==> config.mk <==
export PLATFORM = sky130hd
export DESIGN_NAME = trap_controller
export DESIGN_NICKNAME = d
export VERILOG_FILES = /design/src/rtl/trap_pkg.sv /design/src/rtl/trap_vector_calc.sv /design/src/rtl/trap_controller.sv
export SDC_FILE = /design/constraint.sdc
export NUM_CORES = 1
export LEC_CHECK = 0
export CAP_MARGIN = 20
export CORE_MARGIN = 2
export CORE_UTILIZATION = 48
export CTS_BUF_LIST = sky130_fd_sc_hd__clkbuf_4
export DETAILED_ROUTE_END_ITERATION = 10
export PLACE_DENSITY = 0.86
export SYNTH_ARGS = -nofsm -noshare
export SYNTH_HDL_FRONTEND = slang
export SYNTH_HIERARCHICAL = 1
export SYNTH_SLANG_ARGS = --single-unit
==> constraint.sdc <==
create_clock -name clk -period 5.02 [get_ports clk]
set_input_delay 0.753 -clock clk [delete_from_list [all_inputs] [get_ports clk]]
set_output_delay 0.753 -clock clk [all_outputs]
set_load 0.01 [all_outputs]
==> src/rtl/trap_pkg.sv <==
// Shared constants and types for machine-mode trap sequencing: cause codes,
// the trap controller state encoding and mtvec mode values.
package trap_pkg;

  localparam logic [5:0] NO_EXC = 6'h1F;

  localparam logic [5:0] EXC_INSN_MISALIGN  = 6'd0;
  localparam logic [5:0] EXC_INSN_FAULT     = 6'd1;
  localparam logic [5:0] EXC_ILLEGAL        = 6'd2;
  localparam logic [5:0] EXC_BREAKPOINT     = 6'd3;
  localparam logic [5:0] EXC_LOAD_MISALIGN  = 6'd4;
  localparam logic [5:0] EXC_LOAD_FAULT     = 6'd5;
  localparam logic [5:0] EXC_STORE_MISALIGN = 6'd6;
  localparam logic [5:0] EXC_STORE_FAULT    = 6'd7;
  localparam logic [5:0] EXC_ECALL_U        = 6'd8;
  localparam logic [5:0] EXC_ECALL_S        = 6'd9;
  localparam logic [5:0] EXC_RSVD_10        = 6'd10;
  localparam logic [5:0] EXC_ECALL_M        = 6'd11;

  localparam logic [5:0] IRQ_MEI_CODE = 6'd11;

  localparam logic [1:0] MTVEC_DIRECT   = 2'd0;
  localparam logic [1:0] MTVEC_VECTORED = 2'd1;

  typedef enum logic [2:0] {
    IDLE,
    FLUSH,
    SAVE,
    REDIRECT,
    RET
  } state_t;

endpackage

==> src/rtl/trap_vector_calc.sv <==
// Trap target from mtvec: aligned base, plus 4*code for interrupts in vectored
// mode. Reserved mode encodings behave as direct mode.
module trap_vector_calc
  import trap_pkg::*;
#(
  parameter int XLEN = 32
) (
  input  logic [XLEN-1:0] mtvec,
  input  logic            is_irq,
  input  logic [5:0]      code,
  output logic [XLEN-1:0] target
);

  logic [XLEN-1:0] base;
  logic [XLEN-1:0] offset;

  assign base   = mtvec & {{(XLEN-2){1'b1}}, 2'b00};
  assign offset = {{(XLEN-8){1'b0}}, code, 2'b00};
  assign target = (is_irq && (mtvec[1:0] == MTVEC_VECTORED)) ? base + offset : base;

endmodule

==> src/rtl/trap_controller.sv <==
// Machine-mode trap entry/return sequencer: flushes the pipeline, updates the
// trap CSRs and redirects fetch to mtvec or mepc.
module trap_controller #(
  parameter int         XLEN   = 32,
  parameter logic [5:0] NO_EXC = trap_pkg::NO_EXC
) (
  input  logic            clk,
  input  logic            reset,
  input  logic [5:0]      exc_code,
  input  logic [XLEN-1:0] exc_pc,
  input  logic [XLEN-1:0] exc_tval,
  input  logic            irq_pending,
  input  logic            mie_irq_en,
  input  logic            mret,
  input  logic [XLEN-1:0] commit_pc,
  input  logic [XLEN-1:0] mtvec,
  output logic            flush,
  output logic            stall,
  output logic            redirect_valid,
  output logic [XLEN-1:0] redirect_pc,
  output logic [XLEN-1:0] mcause,
  output logic [XLEN-1:0] mepc,
  output logic [XLEN-1:0] mtval,
  output logic            mstatus_mie,
  output logic            mstatus_mpie,
  output logic            busy
);

  trap_pkg::state_t state;

  logic            exc_take;
  logic            irq_take;
  logic            evt_irq;
  logic [5:0]      evt_code;
  logic [XLEN-1:0] evt_pc;
  logic [XLEN-1:0] evt_tval;
  logic [XLEN-1:0] vec_pc;

  // Cause codes above 0x0F are not real exceptions and read as "none".
  assign exc_take = (exc_code != NO_EXC) && (exc_code <= 6'h0F);
  assign irq_take = irq_pending & mie_irq_en & mstatus_mie;

  assign busy           = (state != trap_pkg::IDLE);
  assign flush          = (state == trap_pkg::FLUSH) || (state == trap_pkg::RET);
  assign stall          = (state == trap_pkg::FLUSH) || (state == trap_pkg::SAVE) ||
                          (state == trap_pkg::REDIRECT);
  assign redirect_valid = (state == trap_pkg::REDIRECT) || (state == trap_pkg::RET);

  trap_vector_calc #(.XLEN(XLEN)) u_vector_calc (
    .mtvec  (mtvec),
    .is_irq (evt_irq),
    .code   (evt_code),
    .target (vec_pc)
  );

  // Event capture at the sampling edge: inputs are don't-care once busy.
  always_ff @(posedge clk) begin
    if (state == trap_pkg::IDLE) begin
      if (exc_take) begin
        evt_irq  <= 1'b0;
        evt_code <= exc_code;
        evt_pc   <= exc_pc;
        evt_tval <= exc_tval;
      end else if (irq_take) begin
        evt_irq  <= 1'b1;
        evt_code <= trap_pkg::IRQ_MEI_CODE;
        evt_pc   <= commit_pc;
        evt_tval <= '0;
      end
    end
  end

  always_ff @(posedge clk or posedge reset) begin
    if (reset) begin
      state        <= trap_pkg::IDLE;
      redirect_pc  <= '0;
      mcause       <= '0;
      mepc         <= '0;
      mtval        <= '0;
      mstatus_mie  <= 1'b0;
      mstatus_mpie <= 1'b1;
    end else begin
      case (state)
        trap_pkg::IDLE: begin
          if (exc_take || irq_take) begin
            state <= trap_pkg::FLUSH;
          end else if (mret) begin
            state        <= trap_pkg::RET;
            redirect_pc  <= mepc;
            mstatus_mie  <= mstatus_mpie;
            mstatus_mpie <= 1'b1;
          end
        end
        trap_pkg::FLUSH: state <= trap_pkg::SAVE;
        trap_pkg::SAVE: begin
          state        <= trap_pkg::REDIRECT;
          mcause       <= {evt_irq, {(XLEN-7){1'b0}}, evt_code};
          mepc         <= evt_pc & {{(XLEN-2){1'b1}}, 2'b00};
          mtval        <= evt_tval;
          mstatus_mpie <= mstatus_mie;
          mstatus_mie  <= 1'b0;
          redirect_pc  <= vec_pc;
        end
        trap_pkg::REDIRECT: state <= trap_pkg::IDLE;
        trap_pkg::RET:      state <= trap_pkg::IDLE;
        default:            state <= trap_pkg::IDLE;
      endcase
    end
  end

endmodule

# == Word level (Yosys, flattened, before mapping) ==
# Cells that the tools add are included.
# word_totals
in_bits,139
register_bits,177
# classes
magnitude_cmp,1
muxes,20
bitwise,2
n_reduce_logical,13
n_eq_ne,9
addsub,1
# ops
op,n
$mux W32,7
$pmux W32 S2,1
$add A32 B8 Y32,1
$mux W6,2
$pmux W3 S3,1
$eq A3 B2 Y1 const B,2
$le A6 B4 Y1 const B,1
$mux W3,2
$ne A6 B5 Y1 const B,1
$logic_or A1 B1 Y1,5
$mux W1,5
$ne A2 B2 Y1 const B,2
$pmux W1 S2,2
$reduce_bool A2 Y1,2
$eq A3 B1 Y1 const B,1
$eq A3 B3 Y1 const B,1
$logic_not A3 Y1,1
$ne A3 B2 Y1 const B,1
$reduce_and A3 Y1,1
$reduce_bool A3 Y1,1
$and A1 B1 Y1,2
$eq A2 B1 Y1 const B,1
$logic_and A1 B1 Y1,2
$reduce_and A2 Y1,1

# == Depth between registers and ports, before layout ==
# logic_depth
ltp_word,5
mapped_depth,9

# == Modules after synthesis ==
# Netlist, hierarchy kept.
# by_module_without_submodules
module,instances,seq_area_each_um2,cells_each,area_per_inst_um2
trap_controller,1,4725.8,667,7554.7
trap_vector_calc,1,0.0,119,843.3

# == Least setup slack after synthesis ==
# OpenSTA, ideal clock, no wires.
# synth_path
path_type,input port to flip-flop
start,in exc_code[4]
end,"reg evt_code[0], enable pin"
setup_slack_ns,0.345
n_path_buf,2
t_arrival_ns,4.177
setup_time_ns,0.498
path_stages,5
cell_sequence,nor2_4 > a31oi_4 > buf_8 > buf_8 > nor2_1
# synth_via
elab_chain_cells,4
word_cells_on_any_way,5
classes_between,order compare (1); eq/ne (1); reduce/logical (3)
# synth_lines
item,line,text
start: declaration,trap_controller.sv:9,"input logic [5:0] exc_code,"
$le A6 B4 Y1 / $ne A6 B5 Y1 (equally long branches),trap_controller.sv:40,assign exc_take = (exc_code != NO_EXC) && (exc_code <= 6'h0F);
$logic_and A1 B1 Y1 (*),trap_controller.sv:40,
$reduce_bool A2 Y1 (no source line) (*),n/a,
$reduce_and A2 Y1 (no source line) (*),n/a,
end signal: assignment,trap_controller.sv:61,evt_code <= exc_code;
end signal: assignment,trap_controller.sv:66,evt_code <= trap_pkg::IRQ_MEI_CODE;
end: declaration,trap_controller.sv:34,logic [5:0] evt_code;
# Mark *: on every way between the ends. The rest lies on a longest branch, timed or not.
# A chain may end at the register's enable or synchronous reset.

# == Final worst setup path ==
# layout_path
start,in exc_code[4]
end,"reg evt_pc[25], enable pin"
# layout_via
elab_chain_cells,4
word_cells_on_any_way,5
classes_between,order compare (1); eq/ne (1); reduce/logical (3)
# layout_lines
item,line,text
$le A6 B4 Y1 / $ne A6 B5 Y1 (equally long branches),trap_controller.sv:40,
$logic_and A1 B1 Y1 (*),trap_controller.sv:40,
$reduce_bool A2 Y1 (no source line) (*),n/a,
$reduce_and A2 Y1 (no source line) (*),n/a,
end signal: assignment,trap_controller.sv:62,evt_pc <= exc_pc;
end signal: assignment,trap_controller.sv:67,evt_pc <= commit_pc;
end: declaration,trap_controller.sv:35,logic [XLEN-1:0] evt_pc;
# Marks and branches as above.

==> impl_metrics.ini <==
[timing]
finalCritPeriodShare_pct = 60.9
report.final.slew_viol_count = 0
finalClockSkew_ps = 18.3
layout_min_cycle_time_ps = 3060
worst_slew_pin_slew_ps = 959
fmaxAchievable_mhz = 327
setup_slack_ps = 1960
worst_slew_margin_rel_pct = 36.1
report.final.hold_viol_count = 0
finalSetupViolCount = 0
rsz0062_at_grt = no
tns_ps = 0

[floorplan]
floorplan_die_height_um = 136
die_w_um = 136
design.portCount = 273
fp.dieArea_um2 = 18600
rows = 48
start_util_pct = 48.9
core_um2 = 17200

[final_layout]
footprint_of_the_multi_input_gates_um2 = 3300
fill_cells = 1407
layout-drive-gt1-share_pct = 8.76
ff_latch_area_um2 = 4730
area_growth_pct = 32.6
net_count_reported_at_finish = 1160

[synthesis]
synthesis.instances = 786
synth.area.top_cells = sky130_fd_sc_hd__dfrtp_1 31%, sky130_fd_sc_hd__edfxtp_1 25%, sky130_fd_sc_hd__nand2_1 10%
synth-seq-area-share_pct = 56.3
post_synth.cell_area_avg_um2 = 10.7
post_synth_arst_share_pct = 60.6
post-synth-top-area-fraction_pct = 31.3
synth_enable_flop_cells = 69
dominantRegCellSynth = sky130_fd_sc_hd__dfrtp_1
synth_area_leader_cell = sky130_fd_sc_hd__dfrtp_1
synth.ff_latch_count = 175
yosys_warnings = 6
synth_cell_type_count = 55
syn-cell-area_um2 = 8400

[setup_path]
reg2reg_from = evt_code[0]
ff2ff_path_depth = 9
worst_r2r_endpoint = redirect_pc[10]
critical_path.endpoint = evt_pc[25]
critical_path.startpoint_type = input port
r2r_setup_slack_ps = 2440
critPathMaxFanout = 70
endpoint_kind = register
worst_setup_path_type = in2reg
critPathArrivalTime_ps = 3250
crit_required_ps = 5220
setup.worst_path.start = exc_code[4]

[grt]
grt.total_usage_pct = 23.7
grt_start_max_net_pins = 83
globalRouteOverflowTotal = 0
grt_pass1_vias = 6318
grt_pass1_wl_mm = 33.3
grt_antenna_before_repair = 1

[placed_design]
dpl.hpwl_mm = 15.3
dp_slack_ps = 1370
io_buffer_count = 241
gp_congestion = 0.870

[hold_path]
worst_hold_path_type = in2async

[route]
initialDrtViolationCount = 498
detail_route.drc_violations = 0
totalWireLength_mm = 21.9
detailedRoute.firstPassIterationCount = 5
drt.antenna.violating_nets = 0
routed-via-count = 6444
route.detailed.wl_per_inst_um = 17.4
avgViaCountPerCell = 5.14

[clock_tree]
cts.repair.resized = 0
post_cts_buffers = 0
cts_buffer_depth = 2
cts.hold.buffers_added = 0
worst_skew_pair.late_latency_ps = 570
htreeDepth = 4
tritoncts.num_buffers = 17
cts_tree = built
clock_sink_count = 175
cts_root_buf = sky130_fd_sc_hd__clkbuf_4
post_cts_clock_slew_at_the_launch_and_capture_registers_of_the_worst_setup_and_hold_paths_ps = 150

[flow_run]
max_cap_viol_count = 0

[power]
ir_drop_v = 0.000337
cellPowerDensity_nw_per_um2 = 531
power.leakage_nw = 4.76

[status]
outcome = complete, no violations
==> sequential cells by signal (all words and copies together) (netlist names) <==
| name | flops |
|---|---|
| state | 3 |
| evt_code | 6 |
| evt_irq | 1 |
| mepc | 30 |
| evt_tval | 32 |
| evt_pc | 30 |
| redirect_pc | 32 |
| mstatus_mpie | 1 |
| mstatus_mie | 1 |
| mtval | 32 |
| mcause | 7 |
==> cells in the final DEF, fill, tap and decap left out, drive strengths merged, types with 11 or more instances in the layout <==
| master | synthesis | layout |
|---|---|---|
| a21oi | 35 | 35 |
| and2 | 35 | 35 |
| clkbuf | 11 | 17 |
| clkdlybuf4s50 | 0 | 241 |
| conb | 2 | 31 |
| dfrtp | 105 | 105 |
| edfxtp | 69 | 69 |
| inv | 6 | 14 |
| mux2 | 30 | 30 |
| mux2i | 29 | 29 |
| nand2 | 233 | 233 |
| nand2b | 29 | 29 |
| nor2 | 11 | 11 |
| o22ai | 31 | 31 |
| xnor2 | 23 | 23 |
==> through the flow <==
step                hold slack (ps)  cells  power [W]  area [µm²]  utilization, %
floorplan                       415    815    0.00378        8510               -
global placement                417   1219    0.00502       10800            62.9
detailed placement              420   1219    0.00512       10800            62.9
CTS                             455   1251    0.00595       11100            64.7
global route                    358   1253    0.00629       11100            64.8
finish                          410   1253    0.00591       11100            64.8
==> metal layers <==
layer / track usage (%) / wire [µm] / share of wire [%] / up-vias
met5: 0 / 0 / 0 / -
met4: 11.3 / 866 / 4.0 / 0
met3: 5.07 / 1220 / 5.6 / 52
met2: 38.2 / 10800 / 49 / 241
met1: 30.6 / 8980 / 41 / 3091
li1: - / - / - / 3060
==> worst max-delay path, cell delays in order <==
cell and delay [ps]:
sky130_fd_sc_hd__clkdlybuf4s50_1 480, sky130_fd_sc_hd__nor2_4 680, sky130_fd_sc_hd__a31oi_4 30, sky130_fd_sc_hd__buf_4 350
sky130_fd_sc_hd__nor2_4 150, sky130_fd_sc_hd__buf_4 680
==> layout make-up <==
cell class | instances | area share [%]
Clock inverter | 15 | 1.52
Sequential cell | 175 | 42.4
Antenna cell | 1 | 0.0225
Timing Repair Buffer | 251 | 22.5
Inverter | 6 | 0.225
Clock buffer | 17 | 1.15
Tap cell | 225 | 2.53
Multi-Input combinational cell | 563 | 29.6
==> cells by family after synthesis <==
family                     after synthesis  synth area share [%]
muxes                                   59                  7.48
adders and majority gates                7                  1.13
buffers and inverters                   77                  5.96
other                                    2                0.0894
DFF                                    175                  56.3
xor gates and xnor gates                30                  3.13
and+or+nand+nor                        348                  19.1
AOI/OAI and AO/OA                       88                  6.81
==> worst min path at each step <==
stage	depth (start not counted)	endpoint	slack [ps]	from
finish	2	mtval[21]	410	reset
global route	2	mtval[21]	360	reset
CTS	2	mepc[13]	450	evt_pc[13]
detailed placement	2	mepc[13]	420	evt_pc[13]
global placement	2	mtval[10]	420	evt_tval[10]
floorplan	2	mepc[10]	410	evt_pc[10]
==> power breakdown <==
group | leakage (nW) | total (W) | switching [W] | internal, W
Sequential | 1.91 | 0.00240 | 0.000369 | 0.00203
Combinational | 2.70 | 0.00268 | 0.00138 | 0.00130
Clock | 0.152 | 0.000827 | 0.000555 | 0.000272
Total | 4.76 | 0.00591 | 0.00231 | 0.00361
==> cells in the mapped netlist (all sizes together), types with 2 or more instances <==
cell type  number
ha              6
dfrtp         105
and4            2
a21oi          35
and2           35
nand4           6
clkbuf         11
nand2         233
nor3            3
mux2i          29
xnor2          23
o21ai           8
xor2            7
edfxtp         69
nor2           11
a21o            3
o22ai          31
buf            60
a22o            2
or3             3
nand2b         29
conb            2
inv             6
mux2           30
o21a            2
nor4            3
nand3           8
and3           10
(Power assumes the default switching activity.)
